## src/rtl/branch_predictor.sv

```systemverilog
// Dynamic branch predictor: 2-bit saturating-counter BHT plus direct-mapped BTB,
// with execute-side mispredict detection, redirect generation and a post-reset init sweep.
module branch_predictor #(
   parameter int IDX_BITS = 6,
   parameter int TAG_BITS = 30 - IDX_BITS
) (
   input  logic        clk,
   input  logic        rst,
   input  logic [31:0] fetch_pc,
   output logic        pred_taken,
   output logic [31:0] pred_target,
   input  logic        ex_valid,
   input  logic        ex_is_branch,
   input  logic [31:0] ex_pc,
   input  logic        ex_taken,
   input  logic [31:0] ex_target,
   input  logic        ex_pred_taken,
   input  logic [31:0] ex_pred_target,
   output logic        mispredict,
   output logic [31:0] redirect_pc,
   output logic        ready,
   output logic [31:0] branch_cnt,
   output logic [31:0] mispredict_cnt
);

   localparam int ENTRIES = 1 << IDX_BITS;

   localparam logic [0:0] ST_INIT = 1'b0;
   localparam logic [0:0] ST_RUN  = 1'b1;

   logic [0:0]          state_q, state_d;
   logic [IDX_BITS-1:0] idx_q, idx_d;
   logic [31:0]         branch_cnt_q, branch_cnt_d;
   logic [31:0]         mispredict_cnt_q, mispredict_cnt_d;

   logic [1:0]          ctr_q [ENTRIES];
   logic                vld_q [ENTRIES];
   logic [TAG_BITS-1:0] tag_q [ENTRIES];
   logic [31:0]         tgt_q [ENTRIES];

   // Single shared write port into the tables, used by both the sweep and training.
   logic                wr_idx_we;
   logic [IDX_BITS-1:0] wr_idx;
   logic [1:0]          wr_ctr;
   logic                wr_vld_we;
   logic                wr_vld;
   logic                wr_btb_we;

   logic [IDX_BITS-1:0] f_idx;
   logic [TAG_BITS-1:0] f_tag;
   logic                f_hit;
   logic [31:0]         fetch_pc_plus4;

   logic [IDX_BITS-1:0] ex_idx;
   logic [TAG_BITS-1:0] ex_tag;
   logic [31:0]         ex_pc_plus4;
   logic                resolving;
   logic [1:0]          ex_ctr;

   assign ready          = (state_q == ST_RUN);
   assign branch_cnt     = branch_cnt_q;
   assign mispredict_cnt = mispredict_cnt_q;

   assign f_idx          = fetch_pc[IDX_BITS+1:2];
   assign f_tag          = fetch_pc[31:IDX_BITS+2];
   assign fetch_pc_plus4 = fetch_pc + 32'd4;

   assign ex_idx         = ex_pc[IDX_BITS+1:2];
   assign ex_tag         = ex_pc[31:IDX_BITS+2];
   assign ex_pc_plus4    = ex_pc + 32'd4;
   assign ex_ctr         = ctr_q[ex_idx];

   // Lookup reads only registered table state, so same-cycle training is not bypassed.
   always_comb begin
      f_hit       = vld_q[f_idx] && (tag_q[f_idx] == f_tag);
      pred_taken  = ready && f_hit && ctr_q[f_idx][1];
      pred_target = pred_taken ? tgt_q[f_idx] : fetch_pc_plus4;
   end

   always_comb begin
      resolving   = ready && ex_valid && ex_is_branch;
      mispredict  = resolving &&
                    ((ex_taken != ex_pred_taken) ||
                     (ex_taken && ex_pred_taken && (ex_pred_target != ex_target)));
      redirect_pc = (resolving && ex_taken) ? ex_target : ex_pc_plus4;
   end

   always_comb begin
      state_d          = state_q;
      idx_d            = idx_q;
      branch_cnt_d     = branch_cnt_q;
      mispredict_cnt_d = mispredict_cnt_q;
      wr_idx_we        = 1'b0;
      wr_idx           = ex_idx;
      wr_ctr           = 2'b01;
      wr_vld_we        = 1'b0;
      wr_vld           = 1'b0;
      wr_btb_we        = 1'b0;

      if (rst) begin
         state_d          = ST_INIT;
         idx_d            = '0;
         branch_cnt_d     = 32'd0;
         mispredict_cnt_d = 32'd0;
      end else if (state_q == ST_INIT) begin
         wr_idx_we = 1'b1;
         wr_idx    = idx_q;
         wr_ctr    = 2'b01;
         wr_vld_we = 1'b1;
         wr_vld    = 1'b0;
         idx_d     = idx_q + {{(IDX_BITS-1){1'b0}}, 1'b1};
         if (idx_q == {IDX_BITS{1'b1}}) begin
            state_d = ST_RUN;
         end
      end else if (resolving) begin
         wr_idx_we = 1'b1;
         wr_idx    = ex_idx;
         if (ex_taken) begin
            wr_ctr = (ex_ctr == 2'b11) ? 2'b11 : ex_ctr + 2'd1;
         end else begin
            wr_ctr = (ex_ctr == 2'b00) ? 2'b00 : ex_ctr - 2'd1;
         end
         wr_vld_we        = ex_taken;
         wr_vld           = 1'b1;
         wr_btb_we        = ex_taken;
         branch_cnt_d     = branch_cnt_q + 32'd1;
         mispredict_cnt_d = mispredict_cnt_q + {31'd0, mispredict};
      end
   end

   always_ff @(posedge clk) begin
      state_q          <= state_d;
      idx_q            <= idx_d;
      branch_cnt_q     <= branch_cnt_d;
      mispredict_cnt_q <= mispredict_cnt_d;
   end

   // Tables carry no reset; the init sweep is what puts them in a known state.
   always_ff @(posedge clk) begin
      if (wr_idx_we) begin
         ctr_q[wr_idx] <= wr_ctr;
      end
      if (wr_vld_we) begin
         vld_q[wr_idx] <= wr_vld;
      end
      if (wr_btb_we) begin
         tag_q[wr_idx] <= ex_tag;
         tgt_q[wr_idx] <= ex_target;
      end
   end

endmodule

```

## config.mk

```make
export PLATFORM = sky130hd
export DESIGN_NAME = branch_predictor
export DESIGN_NICKNAME = d
export VERILOG_FILES = /design/src/rtl/branch_predictor.sv
export SDC_FILE = /design/constraint.sdc
export NUM_CORES = 2
export LEC_CHECK = 0
export CAP_MARGIN = 20
export CORE_UTILIZATION = 50
export DETAILED_ROUTE_END_ITERATION = 8
export HOLD_SLACK_MARGIN = 0.06
export PLACE_DENSITY_LB_ADDON = 0.15
export SYNTH_ARGS = -nofsm -noshare
export SYNTH_HDL_FRONTEND = slang
export SYNTH_SLANG_ARGS = --single-unit
```

## constraint.sdc

```tcl
create_clock -name clk -period 21.9 [get_ports clk]
set_clock_uncertainty 0.1 [all_clocks]
set_input_delay 5.475 -clock clk [delete_from_list [all_inputs] [get_ports clk]]
set_output_delay 5.475 -clock clk [all_outputs]
set_load 0.01 [all_outputs]
```

==> key figures <==
Run status
  • Status: completed

Logic synthesis
  • Top-area cell type share of the netlist area: 75.5%
  • Post-synth net total: 7,018
  • Gate Count Post-Synth: 6,877
  • Sequential-to-total area share from yosys stat: 76.4%
  • Cell area after synthesis: 0.150 mm2
  • Most frequent cells after synthesis: edfxtp_1 (3,776), mux4_2 (1,024), nor2_1 (333), nand2_1 (214), clkbuf_1 (161)
  • Largest area contributor in the netlist: edfxtp_1
  • Mapped Avg Cell Area: 21.9 um2
  • Most common cell in the netlist: edfxtp_1
  • Distinct cells, synth: 77
  • Register bit total from synthesis: 3,847
  • Synth warn: 0
  • Post-synth EDFFs: 3,776
  • Asr flop ratio synth: 0%
  • Top cells by area, synth: edfxtp_1 (75%), mux4_2 (15%), mux2i_1 (1.1%)
  • Predominant post-synthesis flop cell: edfxtp_1

Power
  • Leakage power: 53.9 nW
  • Max VDD drop: 0.0617 mV
  • PwrDens: 90.5 mW/mm2
  • Tot Pwr: 0.0155 W

Floorplan
  • Core ar.: 0.298 mm2
  • Die area: 0.303 mm2
  • Initial core utilization: 50.5%
  • I/O pin cnt: 265
  • Die W: 550 um
  • Die height: 550 um
  • Rows: 200

Timing
  • Minimum clock period: 17.56 ns
  • Setup TNS Final: 0 ns
  • Slew at the pin closest to its max-slew limit: 1.27 ns
  • Final period util: 80.2%
  • Slew Viols, Final: 0
  • Hold Vio Cnt, Final: 0
  • Max Clk Rate: 56.9 MHz
  • RSZ-0062 raised after global routing: false
  • Slew margin rel.: 15.6%
  • Final setup vio count: 0

Final layout
  • Storage cell area: 0.115 mm2
  • Share of cells above drive strength 1: 26.6%
  • Area occupied by multi-input gates: 0.0341 mm2
  • Fillers: 21,587
  • Final Net Count: 7,593
  • Area growth syn-to-layout: 14.0%
  • Finished Core Util: 57.5%

Drt
  • Routed length on met3: 48,900 um
  • Final WL: 474,000 um
  • Top sig layer: met5
  • # DRC: 0
  • Routed WL per cell: 40.4 um
  • Post-DRT Antenna Nets: 0
  • DR vias: 78,881
  • Met2 wire length: 227,000 um
  • Detailed-route vias per instance: 6.73
  • M1 WL: 176,000 um
  • DRT Pass-1 Iters: 6
  • Initial DRC Count: 12,846

Clocking
  • Clock Latency Late Sink: 0.95 ns
  • TritonCTS clock tree: done
  • Clock Path Buffers: 4
  • Root buf cell: clkbuf_16
  • Clock Sinks: 3,847
  • Post-CTS repair timing setup buffer count: 0
  • CTS H-tree lvls: 5
  • CTS clk-pin slew, worst paths: 0.06 ns
  • Post-cts resize count: 0
  • Hold-fix buffers at CTS: 0
  • Clock buffer count from CTS: 393

Worst hold path
  • Worst hold path type: reg2reg
  • Hold path start: mispredict_cnt[0]

Setup path
  • Slowest Stage Delay on Critical Path: 0.92 ns
  • CP startpoint kind: input pin
  • Most common cell type on the critical path: buf_4
  • Cell with the largest stage delay on the worst path: buf_4
  • Critical path capture point type: primary output
  • Worst Path Arrival: 11.98 ns
  • Worst Path Class, Setup: in2out
  • Worst-path fanout max: 64
  • CP cell instances: buf_8 -> buf_4 -> buf_4 -> buf_4 -> buf_4 -> mux4_2 -> mux4_2 -> mux4_2 -> mux2_4 -> clkdlybuf4s50_1
  • Worst setup startpoint: fetch_pc[3]
  • Reg2reg start: ready
  • CP Data Required Time: 16.33 ns

Global routing
  • All-layer global routing usage: 31.3%
  • Total congestion overflow: 0
  • Vias in the first global route: 76,433
  • Initial antenna violation count: 29
  • Pin count of the biggest net entering global routing: 134
  • Global-route wire length before repair: 642,000 um

Place
  • Routability-driven placement congestion ratio: 0.884
  • PortBufs: 264
  • HPWL after DPL: 264,000 um

Flow run
  • Max-cap violations: 0
## area by class of cell
class                           count  area share [%]
Antenna cell                       13          0.0190
Clock buffer                      480            6.06
Clock inverter                    240            1.31
Inverter                           19          0.0475
Multi-Input combinational cell   2644            19.9
Sequential cell                  3847            67.0
Tap cell                         3939            2.88
Timing Repair Buffer              547            2.75
## sequential cells by signal, indices dropped and copies added, names as in the netlist
| register | flops |
|---|---|
| mispredict_cnt | 32 |
| tgt_q | 2048 |
| tag_q | 1536 |
| idx_q | 6 |
| ctr_q | 128 |
| ready | 1 |
| branch_cnt | 32 |
| vld_q | 64 |
## per-layer routing
metal  track usage (%)  up-vias
met3              5.59      877
met2              49.6     5051
met1              43.2    42866
met4              13.4       14
met5                 0        -
li1                  -    30073
## cells in the final DEF, fill, tap and decap left out, types with 23 or more instances in the layout
master	count
clkdlybuf4s50_1	199
dfxtp_1	71
a21oi_1	87
mux2_4	28
mux4_2	1024
clkinv_1	90
xor2_1	77
nor2_1	267
clkbuf_16	402
clkinv_2	71
nand4_1	34
o211ai_1	24
bufinv_16	37
xnor2_1	98
mux2i_1	160
a22oi_1	49
nand2_1	213
edfxtp_1	3776
nand3_1	106
o22ai_1	48
and3_1	40
o21ai_0	48
nor2_4	65
mux2_2	23
clkbuf_1	76
buf_2	60
buf_4	267
## kinds of logic after synthesis
| family | count (synthesis) | synth area share [%] |
|---|---|---|
| buf+inv | 386 | 1.27 |
| xor+xnor | 175 | 1.02 |
| flops | 3847 | 76.4 |
| mux | 1244 | 17.0 |
| compound gates | 381 | 1.70 |
| fa+ha+maj | 7 | 0.0583 |
| simple gates | 837 | 2.53 |
## worst paths after layout
check / to / slack [ns] / cells past startpoint
setup reg to reg: tgt_q[27][16] / 16.12 / 10
hold reg to reg: mispredict_cnt[0] / 0.40 / 2
hold / removal: mispredict_cnt[0] / 0.40 / 2
setup / recovery: pred_target[19] / 4.34 / 10
## stage by stage
step / area (um2) / hold WS, ns / cells / setup WS (ns)
finish: 171000 / 0.396 / 11729 / 4.34
global route: 171000 / 0.399 / 11720 / 4.21
CTS: 171000 / 0.388 / 11708 / 4.39
detailed placement: 158000 / 0.380 / 10988 / 4.38
global placement: 158000 / 0.367 / 10986 / 4.43
floorplan: 150000 / 0.396 / 6877 / 7.64
## where the power goes
part           switching (W)  internal, W  leakage (nW)  total [W]
Clock                0.00283      0.00380          6.14    0.00663
Sequential        0.00000128      0.00807          34.8    0.00808
Combinational       0.000504     0.000293          13.0   0.000797
## worst max-delay path: cells and delay by family
| family | cells | cell delay, ns |
|---|---|---|
| muxes | 4 | 1.86 |
| buffers and inverters | 6 | 4.35 |
Power figures use the tool's default switching activity.
